<file path="src/rtl/aiv_pkg.sv">
// aiv_pkg: shared constants for the AIV input path.
//   Channel bit positions on the {R,G,B,csync} bus, default bus width,
//   the idle level (csync high, colours low) and a counter-width helper
//   used by the glitch filter.
package aiv_pkg;

    localparam int unsigned AIV_CH_R     = 3;
    localparam int unsigned AIV_CH_G     = 2;
    localparam int unsigned AIV_CH_B     = 1;
    localparam int unsigned AIV_CH_CSYNC = 0;

    localparam int unsigned AIV_WIDTH = 4;

    localparam logic [AIV_WIDTH-1:0] AIV_IDLE = 4'b0001;

    typedef logic [AIV_WIDTH-1:0] aiv_bus_t;

    // Bits needed to count 0..len; never less than one bit.
    function automatic int unsigned filt_cnt_width(input int unsigned len);
        return (len < 1) ? 1 : $clog2(len + 1);
    endfunction

endpackage

</file>
<file path="src/rtl/aiv_glitch_filter.sv">
// aiv_glitch_filter: single-channel glitch filter with edge strobes.
//   A new level on sync_in is accepted only after it has differed from
//   data_out for FILTER_LEN consecutive cycles; one cycle of agreement
//   restarts the count. bypass makes data_out follow sync_in directly.
// Ports:
//   clk      - system clock
//   reset_n  - asynchronous active-low reset
//   sync_in  - synchronised input level
//   bypass   - 1 = filter disabled (synchronous)
//   data_out - filtered level
//   rise     - 1-cycle strobe, registered with data_out going 0->1
//   fall     - 1-cycle strobe, registered with data_out going 1->0
module aiv_glitch_filter
    import aiv_pkg::*;
#(
    parameter int unsigned FILTER_LEN  = 3,
    parameter logic        RESET_VALUE = 1'b0
) (
    input  logic clk,
    input  logic reset_n,
    input  logic sync_in,
    input  logic bypass,
    output logic data_out,
    output logic rise,
    output logic fall
);

    localparam int unsigned      CNT_W    = filt_cnt_width(FILTER_LEN);
    localparam logic [CNT_W-1:0] CNT_LAST = CNT_W'(FILTER_LEN - 1);

    logic [CNT_W-1:0] cnt_q, cnt_d;
    logic             level_q, level_d;
    logic             rise_q, fall_q;

    always_comb begin
        cnt_d   = cnt_q;
        level_d = level_q;
        if (bypass) begin
            level_d = sync_in;
            cnt_d   = '0;
        end else if (sync_in == level_q) begin
            cnt_d = '0;
        end else if (cnt_q == CNT_LAST) begin
            level_d = sync_in;
            cnt_d   = '0;
        end else begin
            cnt_d = cnt_q + 1'b1;
        end
    end

    // Strobes are computed from the next level so they appear in the same
    // cycle as the new data_out value.
    always_ff @(posedge clk or negedge reset_n) begin
        if (!reset_n) begin
            cnt_q   <= '0;
            level_q <= RESET_VALUE;
            rise_q  <= 1'b0;
            fall_q  <= 1'b0;
        end else begin
            cnt_q   <= cnt_d;
            level_q <= level_d;
            rise_q  <= level_d & ~level_q;
            fall_q  <= ~level_d & level_q;
        end
    end

    assign data_out = level_q;
    assign rise     = rise_q;
    assign fall     = fall_q;

endmodule

</file>
<file path="src/rtl/aiv_input_sync_filt.sv">
// aiv_input_sync_filt: synchroniser + glitch filter for the AIV inputs.
//   Each of WIDTH asynchronous inputs passes through a SYNC_STAGES-deep
//   flop chain, then a per-channel stability filter that also produces
//   registered rise/fall strobes.
// Ports:
//   clk           - system clock
//   reset_n       - asynchronous active-low reset
//   async_in      - raw asynchronous inputs, {R,G,B,csync} by default
//   filter_bypass - 1 = filter disabled (synchronous to clk)
//   sync_out      - last synchroniser stage
//   data_out      - filtered, synchronised level
//   rise / fall   - 1-cycle strobes on data_out transitions
module aiv_input_sync_filt
    import aiv_pkg::*;
#(
    parameter int unsigned      WIDTH       = AIV_WIDTH,
    parameter int unsigned      SYNC_STAGES = 2,
    parameter int unsigned      FILTER_LEN  = 3,
    parameter logic [WIDTH-1:0] RESET_VALUE = AIV_IDLE
) (
    input  logic             clk,
    input  logic             reset_n,
    input  logic [WIDTH-1:0] async_in,
    input  logic             filter_bypass,
    output logic [WIDTH-1:0] sync_out,
    output logic [WIDTH-1:0] data_out,
    output logic [WIDTH-1:0] rise,
    output logic [WIDTH-1:0] fall
);

    if (SYNC_STAGES < 2) begin : gen_bad_stages
        $error("aiv_input_sync_filt: SYNC_STAGES must be >= 2");
    end
    if (FILTER_LEN < 1) begin : gen_bad_filter
        $error("aiv_input_sync_filt: FILTER_LEN must be >= 1");
    end

    // chain_q[0] samples the pins; no logic between stages.
    logic [SYNC_STAGES-1:0][WIDTH-1:0] chain_q;

    always_ff @(posedge clk or negedge reset_n) begin
        if (!reset_n) begin
            chain_q <= {SYNC_STAGES{RESET_VALUE}};
        end else begin
            chain_q[0] <= async_in;
            for (int k = 1; k < SYNC_STAGES; k++) begin
                chain_q[k] <= chain_q[k-1];
            end
        end
    end

    assign sync_out = chain_q[SYNC_STAGES-1];

    for (genvar i = 0; i < WIDTH; i++) begin : gen_filt
        aiv_glitch_filter #(
            .FILTER_LEN  (FILTER_LEN),
            .RESET_VALUE (RESET_VALUE[i])
        ) u_filt (
            .clk      (clk),
            .reset_n  (reset_n),
            .sync_in  (sync_out[i]),
            .bypass   (filter_bypass),
            .data_out (data_out[i]),
            .rise     (rise[i]),
            .fall     (fall[i])
        );
    end

endmodule

</file>
<file path="config.mk">
export PLATFORM = sky130hd
export DESIGN_NAME = aiv_input_sync_filt
export DESIGN_NICKNAME = d
export VERILOG_FILES = /design/src/rtl/aiv_pkg.sv /design/src/rtl/aiv_glitch_filter.sv /design/src/rtl/aiv_input_sync_filt.sv
export SDC_FILE = /design/constraint.sdc
export NUM_CORES = 1
export LEC_CHECK = 0
export BUFFER_PORTS_ARGS = -buffer_cell sky130_fd_sc_hd__buf_4
export CAP_MARGIN = 20
export CELL_PAD_IN_SITES_DETAIL_PLACEMENT = 0
export CELL_PAD_IN_SITES_GLOBAL_PLACEMENT = 2
export CORE_MARGIN = 1
export CORE_UTILIZATION = 37
export DETAILED_ROUTE_END_ITERATION = 7
export PLACE_DENSITY = 0.83
export SYNTH_ARGS = -nofsm -noshare
export SYNTH_HDL_FRONTEND = slang
export SYNTH_SLANG_ARGS = --single-unit
export TNS_END_PERCENT = 5
</file>
<file path="constraint.sdc">
create_clock -name clk -period 2.9 [get_ports clk]
set_input_delay 0.145 -clock clk [delete_from_list [all_inputs] [get_ports clk]]
set_output_delay 0.145 -clock clk [all_outputs]
set_load 0.01 [all_outputs]
</file>
==> key figures, run 1 <==
Floorplan
  • Height of the die: 55.39 µm
  • Starting density of the core: 40.72%
  • Placement Rows: 18
  • DIE AREA: 0.003068 mm²
  • Chip width: 55.39 µm
  • I/O pin total: 23
  • Floorplan core area: 0.002590 mm²

Yosys
  • Post-synth cell types: 10
  • Synthesized instance count: 80
  • Part of the Yosys area used for sequential elements: 66.79%
  • Post-synthesis register bit count: 28
  • Top-area cell type share of the netlist area: 59.31%
  • Synthesized Nets: 87
  • Cell types with the largest area share after synthesis: sky130_fd_sc_hd__dfrtp_1 (59%), sky130_fd_sc_hd__buf_4 (11%), sky130_fd_sc_hd__dfstp_2 (7.5%)
  • Yosys top cell by area: sky130_fd_sc_hd__dfrtp_1
  • Number of warning messages in the yosys log: 0
  • Mean instance size in the synthesized netlist: 13.18 µm²
  • Cell area after synthesis: 0.001055 mm²

STA
  • Peak clock frequency supported by timing: 841.8 MHz
  • Setup clock skew after layout: 0.0008496 ns
  • Setup-violating endpoint count in the final report: 0
  • Post-Route Hold Slack: 0.1328 ns
  • RSZ-0062 raised after global routing: false
  • Worst-Margin Slew: 0.3305 ns
  • Slew headroom: 77.97%
  • Fin. Hold Viols: 0
  • Part of the cycle the worst path needs: 40.96%
  • Summed negative setup slack over all endpoints: 0 ns
  • Minimum clock period after layout: 1.188 ns
  • Number of pins exceeding their max-slew limit in the final report: 0

Clocking
  • Buffer depth of the longest clock path: 2
  • Number of cells upsized or downsized after cts: 0
  • Number of clock sinks: 28
  • Total CTS buffers: 3
  • Clock H-tree levels: 1
  • Later-pin clock latency in the skew report: 0.31 ns
  • Clock-pin slew on the worst setup and hold paths: 0.14 ns
  • Clock tree from TritonCTS: built
  • Clock Root Buffer: sky130_fd_sc_hd__clkbuf_4
  • Post-CTS Setup Inserts: 0

Setup path
  • Reg-to-reg slack, setup: 1.77 ns
  • Cell with the largest stage delay on the worst path: sky130_fd_sc_hd__dfstp_2
  • Largest delay share family, worst path: flip-flops
  • Data required time at the worst endpoint: 2.76 ns
  • Max stage delay on crit path: 0.60 ns
  • CP Class: flip-flop to output port
  • Critical path buffer and inverter count: 1
  • Origin of the critical flop-to-flop path: gen_filt[3].u_filt.cnt_q[0]
  • Number of cell instances on the worst register-to-register path: 3
  • FF-to-FF End: gen_filt[3].u_filt.data_out
  • Cells along the critical path: buf_4
  • Critical path depth: 1
  • Startpoint class of the critical path: flip-flop
  • Kind of end point of the critical path: output port
  • Arrival time of data at the critical path endpoint: 1.04 ns
  • Crit Path Max Fanout: 5

Cells and area
  • Filler instances: 238
  • Fraction of final layout cells sized beyond drive strength 1: 34.74%
  • Area added between synthesis and finish: 17.56%
  • # nets final: 103
  • Final Util: 47.87%
  • Finished layout cell area: 0.001240 mm²
  • Count of antenna diodes in the layout: 0

Drt
  • Violation count after the first detailed-routing iteration: 15
  • Final routed wire length divided by cell count: 10.69 µm
  • Detailed-route wire length: 1336 µm
  • Vias after detailed routing: 565
  • Total DRC errors in the routed layout: 0
  • Via-per-instance ratio: 4.520
  • Final antenna-violating net count: 0
  • DR pass1 iterations: 2

Global routing
  • Aggregate global-route resource usage: 10.24%
  • Antenna violations before repair: 0
  • Congestion Overflow GR: 0
  • Global-route wire length before repair: 2394 µm
  • Vias in the first global route: 563
  • Pin count of the biggest net entering global routing: 29

Power and ir drop
  • Total power after layout: 0.7811 mW
  • Clock share of power: 31.5%
  • Relative contribution of combinational cells to total power: 12.0%
  • Maximum vdd drop: 0.0003505 V
  • Leakage: 0.5854 nW
  • Switching Share: 21.42%
  • Part of the total power dissipated in sequential elements: 56.4%
  • Internal power summed over all cells: 0.6138 mW
  • NetSw: 0.1673 mW
  • Total power density per cell area: 629.9 mW/mm²

Placed design
  • Detail Placement HPWL: 956.1 µm
  • Placed inst area: 0.001137 mm²
  • Number of buffer cells added on primary ports: 22
  • Routability congestion estimate: 0.6443

Run
  • Number of max-cap violations: 0

Min path
  • Type of the worst min-delay path: input port to flip-flop
  • Worst hold path startpoint: filter_bypass
  • Hold EP: gen_filt[0].u_filt.cnt_q[1]
  • Hold path depth: 3

Status
  • Result of the run: complete, no violations
-- worst max path at each step --
stage | startpoint | to
CTS | sync_out[0] | sync_out[0]
detailed placement | gen_filt[3].u_filt.cnt_q[0] | gen_filt[3].u_filt.data_out
global route | sync_out[0] | sync_out[0]
global placement | sync_out[0] | gen_filt[0].u_filt.cnt_q[0]
floorplan | gen_filt[0].u_filt.data_out | gen_filt[0].u_filt.cnt_q[0]
finish | sync_out[0] | sync_out[0]
-- cell usage after synthesis --
library cell              instances
sky130_fd_sc_hd__or3_1            4
sky130_fd_sc_hd__nor2_1           8
sky130_fd_sc_hd__xnor2_1          4
sky130_fd_sc_hd__a21oi_1          4
sky130_fd_sc_hd__dfstp_2          3
sky130_fd_sc_hd__inv_1            4
sky130_fd_sc_hd__nor3b_1          8
sky130_fd_sc_hd__mux2_2           4
sky130_fd_sc_hd__buf_4           16
sky130_fd_sc_hd__dfrtp_1         25
-- per-layer routing --
layer,part of all wire (%),track usage (%),wire (µm)
met1,43,11.11,573
met2,50,17.38,666
met3,5.8,2.342,78
met4,1.3,7.500,17
met5,0,0,0
-- area by class of cell --
type	count	area, µm²	area share [%]
clock buffer	3	22.52	1.816
clock inverter	1	30.03	2.422
inverter	4	15.01	1.211
multi-input combinational	32	215.2	17.36
sequential	28	704.4	56.81
tap	30	37.54	3.027
timing repair buffer	27	215.2	17.36
-- registers in the layout, summed over array words and instances, names as in the netlist --
| name | count |
|---|---|
| gen_filt.u_filt.data_out | 4 |
| gen_filt.u_filt.rise | 4 |
| gen_filt.u_filt.fall | 4 |
| sync_out | 4 |
| chain_q | 4 |
| gen_filt.u_filt.cnt_q | 8 |
-- metrics by stage --
stage / setup slack [ns] / cells
after global routing: 1.652 / 125
after CTS: 1.686 / 125
after floorplan: 1.838 / 80
final: 1.712 / 125
after detailed placement: 1.773 / 116
after global placement: 1.799 / 116
-- power by group through the flow --
| stage | Sequential, mW | Combinational (mW) | Clock [mW] |
|---|---|---|---|
| finish | 0.441 | 0.0940 | 0.246 |
| global route | 0.446 | 0.104 | 0.273 |
| detailed placement | 0.449 | 0.0909 | 0 |
| floorplan | 0.444 | 0.0686 | 0 |
| global placement | 0.447 | 0.0884 | 0 |
| CTS | 0.441 | 0.0964 | 0.258 |
-- cells in the final DEF, fill, tap and decap left out --
cell type,netlist,layout
sky130_fd_sc_hd__a21oi_1,4,4
sky130_fd_sc_hd__buf_4,16,22
sky130_fd_sc_hd__bufinv_16,0,1
sky130_fd_sc_hd__clkbuf_4,0,3
sky130_fd_sc_hd__dfrtp_1,25,25
sky130_fd_sc_hd__dfstp_2,3,3
sky130_fd_sc_hd__dlygate4sd3_1,0,5
sky130_fd_sc_hd__inv_1,4,4
sky130_fd_sc_hd__mux2_2,4,4
sky130_fd_sc_hd__nor2_1,8,8
sky130_fd_sc_hd__nor3b_1,8,8
sky130_fd_sc_hd__or3_1,4,4
sky130_fd_sc_hd__xnor2_1,4,4
-- logic make-up (layout without fill, tap and decap cells) --
| group | Yosys count | count (layout) | share of synthesized area [%] |
|---|---|---|---|
| flops | 28 | 28 | 66.79 |
| simple gates | 20 | 20 | 10.91 |
| buf+inv | 20 | 35 | 12.81 |
| compound gates | 4 | 4 | 1.898 |
| xor+xnor | 4 | 4 | 3.321 |
| mux | 4 | 4 | 4.270 |
-- what timing repair did --
action,4_1_cts,5_1_grt
endpoints found under the setup margin,0,0
endpoints found under the hold margin,32,0
hold buffers,5,0
Note: power is estimated with default switching activity, not from simulation.
==> run 2: changes to the inputs <==
--- a/config.mk
+++ b/config.mk
@@ -5,14 +5,15 @@
 export SDC_FILE = /design/constraint.sdc
 export NUM_CORES = 1
 export LEC_CHECK = 0
+export ABC_AREA = 1
 export BUFFER_PORTS_ARGS = -buffer_cell sky130_fd_sc_hd__buf_4
 export CAP_MARGIN = 20
 export CELL_PAD_IN_SITES_DETAIL_PLACEMENT = 0
 export CELL_PAD_IN_SITES_GLOBAL_PLACEMENT = 2
 export CORE_MARGIN = 1
-export CORE_UTILIZATION = 37
+export CORE_UTILIZATION = 33
 export DETAILED_ROUTE_END_ITERATION = 7
-export PLACE_DENSITY = 0.83
+export PLACE_DENSITY = 0.79
 export SYNTH_ARGS = -nofsm -noshare
 export SYNTH_HDL_FRONTEND = slang
 export SYNTH_SLANG_ARGS = --single-unit
==> constraint.sdc (replaced) <==
create_clock -name clk -period 1.25 [get_ports clk]
set_input_delay 0.0625 -clock clk [delete_from_list [all_inputs] [get_ports clk]]
set_output_delay 0.0625 -clock clk [all_outputs]
set_load 0.01 [all_outputs]
==> run 2 against run 1 <==
  * Sequential power up 130%
  * Die area up 28%
  * Cell area up 10%
  * Routed wire length up 27%
  * Core utilization down 7.8 points
  * Clock skew up 0.0054 ns
  * Non-clock buffer count unchanged
  * Clock power up 56%
  * Critical path type unchanged
  * Combinational power rose to 3.0 times the previous value
  * Critical endpoint unchanged
  * First-iteration DRC count up 47%
  * Synthesized cell count up 54%
==> key figures, run 2 <==
STA
  • Setup-violating endpoint count in the final report: 0 (unchanged)
  • Peak clock frequency supported by timing: 913.0 MHz
  • Number of pins exceeding their max-slew limit in the final report: 0 (unchanged)
  • Worst-Margin Slew: 0.3504 ns (was 0.3305 ns)
  • Minimum clock period after layout: 1.095 ns
  • Part of the cycle the worst path needs: 87.62%
  • Fin. Hold Viols: 0 (unchanged)
  • Summed negative setup slack over all endpoints: 0 ns (unchanged)
  • Slew headroom: 76.64% (was 77.97%)
  • RSZ-0062 raised after global routing: false (unchanged)
  • Post-Route Hold Slack: 0.1353 ns (was 0.1328 ns)
  • Setup clock skew after layout: 0.006220 ns (was 0.0008496 ns)

Clocking
  • Clock-pin slew on the worst setup and hold paths: 0.14 ns (about the same)
  • Clock Root Buffer: sky130_fd_sc_hd__clkbuf_4 (unchanged)
  • Clock tree from TritonCTS: built (unchanged)
  • Number of clock sinks: 28 (unchanged)
  • Number of cells upsized or downsized after cts: 0 (unchanged)
  • Buffer depth of the longest clock path: 2 (unchanged)
  • Total CTS buffers: 3 (unchanged)
  • Clock H-tree levels: 1 (unchanged)
  • Later-pin clock latency in the skew report: 0.32 ns (was 0.31 ns)

Global routing
  • Antenna violations before repair: 0 (unchanged)
  • Pin count of the biggest net entering global routing: 29 (unchanged)
  • Vias in the first global route: 764 (was 563)
  • Congestion Overflow GR: 0 (unchanged)
  • Global-route wire length before repair: 3111 µm (was 2394 µm)
  • Aggregate global-route resource usage: 10.29% (was 10.24%)

Yosys
  • Synth cell count leaders: sky130_fd_sc_hd__dfrtp_1 (25), sky130_fd_sc_hd__inv_1 (23), sky130_fd_sc_hd__nand2_1 (22), sky130_fd_sc_hd__buf_4 (16), sky130_fd_sc_hd__nor2_1 (13) (was sky130_fd_sc_hd__dfrtp_1 (25), sky130_fd_sc_hd__buf_4 (16), sky130_fd_sc_hd__nor2_1 (8), sky130_fd_sc_hd__nor3b_1 (8))
  • Synth async-reset ratio: 100.0% (unchanged)
  • Part of the Yosys area used for sequential elements: 58.16% (was 66.79%)
  • Top-area cell type share of the netlist area: 51.65% (was 59.31%)
  • Post-synth cell types: 15 (was 10)
  • Mean instance size in the synthesized netlist: 9.847 µm² (was 13.18 µm²)
  • Number of warning messages in the yosys log: 0 (unchanged)
  • Cell types with the largest area share after synthesis: sky130_fd_sc_hd__dfrtp_1 (52%), sky130_fd_sc_hd__buf_4 (9.9%), sky130_fd_sc_hd__inv_1 (7.1%) (was sky130_fd_sc_hd__dfrtp_1 (59%), sky130_fd_sc_hd__buf_4 (11%), sky130_fd_sc_hd__dfstp_2 (7.5%))
  • Yosys top cell by area: sky130_fd_sc_hd__dfrtp_1 (unchanged)
  • Number of flops mapped to enable cells by yosys: 0 (unchanged)
  • Synthesized Nets: 130 (was 87)
  • Synthesized instance count: 123 (was 80)
  • Most instantiated flip-flop cell in the synthesis netlist: sky130_fd_sc_hd__dfrtp_1 (unchanged)
  • Post-synthesis register bit count: 28 (unchanged)
  • Most numerous cell in the Yosys netlist: sky130_fd_sc_hd__dfrtp_1 (unchanged)
  • Cell area after synthesis: 0.001211 mm² (was 0.001055 mm²)

Drt
  • Vias after detailed routing: 726 (was 565)
  • Final routed wire length divided by cell count: 9.246 µm (was 10.69 µm)
  • Detailed-route wire length: 1692 µm (was 1336 µm)
  • Violation count after the first detailed-routing iteration: 22 (was 15)
  • Total DRC errors in the routed layout: 0 (unchanged)
  • Via-per-instance ratio: 3.967 (was 4.520)
  • Final antenna-violating net count: 0 (unchanged)
  • DR pass1 iterations: 4 (was 2)

Cells and area
  • # nets final: 145 (was 103)
  • Register ranked first by flip-flop count: gen_filt.u_filt.cnt_q (unchanged)
  • Count of antenna diodes in the layout: 0 (unchanged)
  • Most frequent cells in the layout: sky130_fd_sc_hd__dfrtp_1 (25), sky130_fd_sc_hd__inv_1 (23), sky130_fd_sc_hd__nand2_1 (22), sky130_fd_sc_hd__buf_4 (22), sky130_fd_sc_hd__nor2_1 (13) (was sky130_fd_sc_hd__dfrtp_1 (25), sky130_fd_sc_hd__buf_4 (22), sky130_fd_sc_hd__nor2_1 (8), sky130_fd_sc_hd__nor3b_1 (8), sky130_fd_sc_hd__dlygate4sd3_1 (5))
  • Most frequent standard cell in the layout excluding fill and tap cells: sky130_fd_sc_hd__dfrtp_1 (unchanged)
  • Finished layout cell area: 0.001370 mm² (was 0.001240 mm²)
  • Flip-flop count of the largest register after layout: 8 (unchanged)
  • Fraction of final layout cells sized beyond drive strength 1: 28.47% (was 34.74%)
  • Filler instances: 357 (was 238)
  • Area added between synthesis and finish: 13.12% (was 17.56%)

Power and ir drop
  • Maximum vdd drop: 0.0005899 V (was 0.0003505 V)
  • Internal power summed over all cells: 1.230 mW (was 0.6138 mW)
  • Switching Share: 26.97% (was 21.42%)
  • Leakage: 0.7601 nW (was 0.5854 nW)
  • NetSw: 0.4544 mW (was 0.1673 mW)
  • Total power density per cell area: 1230 mW/mm² (was 629.9 mW/mm²)
  • Total power after layout: 1.685 mW (was 0.7811 mW)
  • Clock share of power: 22.7% (was 31.5%)
  • Relative contribution of combinational cells to total power: 16.6% (was 12.0%)
  • Part of the total power dissipated in sequential elements: 60.7% (was 56.4%)

Setup path
  • Critical path buffer and inverter count: 1 (unchanged)
  • Startpoint class of the critical path: flip-flop (unchanged)
  • Number of cell instances on the worst register-to-register path: 2 (was 3)
  • FF-to-FF End: gen_filt[0].u_filt.cnt_q[1] (was gen_filt[3].u_filt.data_out)
  • Origin of the critical flop-to-flop path: sync_out[0] (was gen_filt[3].u_filt.cnt_q[0])
  • Data required time at the worst endpoint: 1.19 ns (was 2.76 ns)
  • Cells along the critical path: buf_4 (unchanged)
  • CP Class: flip-flop to output port (unchanged)
  • Cell with the largest stage delay on the worst path: sky130_fd_sc_hd__dfstp_2 (unchanged)
  • Arrival time of data at the critical path endpoint: 1.03 ns (was 1.04 ns)
  • Largest delay share family, worst path: flip-flops (unchanged)
  • Crit Path Max Fanout: 4 (was 5)
  • Critical path depth: 1 (unchanged)
  • Kind of end point of the critical path: output port (unchanged)
  • Reg-to-reg slack, setup: 0.37 ns (was 1.77 ns)
  • Crit path launch: sync_out[0] (unchanged)
  • Max stage delay on crit path: 0.59 ns (was 0.60 ns)

Placed design
  • Routability congestion estimate: 0.6809 (was 0.6443)
  • Number of buffer cells added on primary ports: 22 (unchanged)
  • Detail Placement HPWL: 1179 µm (was 956.1 µm)
  • Placed inst area: 0.001294 mm² (was 0.001137 mm²)

Min path
  • Hold path depth: 4 (was 3)
  • Worst hold path startpoint: filter_bypass (unchanged)
  • Hold EP: gen_filt[0].u_filt.cnt_q[0] (was gen_filt[0].u_filt.cnt_q[1])
  • Type of the worst min-delay path: input port to flip-flop (unchanged)

Floorplan
  • Height of the die: 62.58 µm (was 55.39 µm)
  • Placement Rows: 21 (was 18)
  • Chip width: 62.58 µm (was 55.39 µm)
  • DIE AREA: 0.003916 mm² (was 0.003068 mm²)
  • Floorplan core area: 0.003416 mm² (was 0.002590 mm²)
  • Starting density of the core: 35.46% (was 40.72%)
  • I/O pin total: 23 (unchanged)

Status
  • Result of the run: complete, no violations (unchanged)

Run
  • Number of max-cap violations: 0 (unchanged)
## run 2: power by group through the flow
stage / Clock [mW] / Sequential (mW) / Combinational (mW)
2_1_floorplan: 0 / 1.03 / 0.222
3_3_place_gp: 0 / 1.04 / 0.267
3_5_place_dp: 0 / 1.04 / 0.273
4_1_cts: 0.416 / 1.02 / 0.286
5_1_grt: 0.448 / 1.03 / 0.318
6_report: 0.383 / 1.02 / 0.279
## run 2: cells by family after synthesis
| group | Yosys count | synth area share [%] |
|---|---|---|
| AND/OR/NAND/NOR | 53 | 22.11 |
| buffers and inverters | 41 | 19.01 |
| XOR/XNOR | 1 | 0.7233 |
| flip-flops | 28 | 58.16 |
## run 2: worst reg2reg max path, stage by stage, from the launching register on
cell and delay, ns:
sky130_fd_sc_hd__dfstp_2 0.59, sky130_fd_sc_hd__xnor2_1 0.14, sky130_fd_sc_hd__nor2_1 0.06
## run 2: worst max path at each step
| stage | end | slack [ns] |
|---|---|---|
| 6_report | sync_out[0] | 0.15 |
| 5_1_grt | sync_out[0] | 0.1 |
| 4_1_cts | sync_out[0] | 0.13 |
| 3_5_place_dp | gen_filt[3].u_filt.data_out | 0.28 |
| 3_3_place_gp | gen_filt[3].u_filt.data_out | 0.33 |
| 2_1_floorplan | gen_filt[0].u_filt.cnt_q[0] | 0.42 |
## run 2: final cells by class
class / count / area, µm² / share of cell area (%)
inverters: 24 / 90.09 / 6.575
flip-flops and latches: 28 / 704.4 / 51.42
well taps: 46 / 57.56 / 4.201
repair buffers: 27 / 215.2 / 15.71
clock buffers: 4 / 26.28 / 1.918
multi-input cells: 54 / 276.5 / 20.18
## run 2: metal layers
layer	global-route usage, %	share of wire (%)	vias to the layer above
met5	0	0	-
met4	7.267	1.1	0
met3	1.825	3.7	2
met2	17.39	51	15
met1	11.70	44	342
li1	-	-	367
## run 2: per-stage QoR
stage               utilization [%]  worst slack [ns]  cells
detailed placement            37.88            0.2811    174
global route                  40.11           0.09524    183
floorplan                         -            0.4193    123
CTS                           40.11            0.1306    183
finish                        40.11            0.1547    183
global placement              37.88            0.3337    174
## run 2: what timing repair did
item,4_1_cts,5_1_grt
buffers inserted,0,0
endpoints found under the hold margin,32,0
hold buffers,5,0
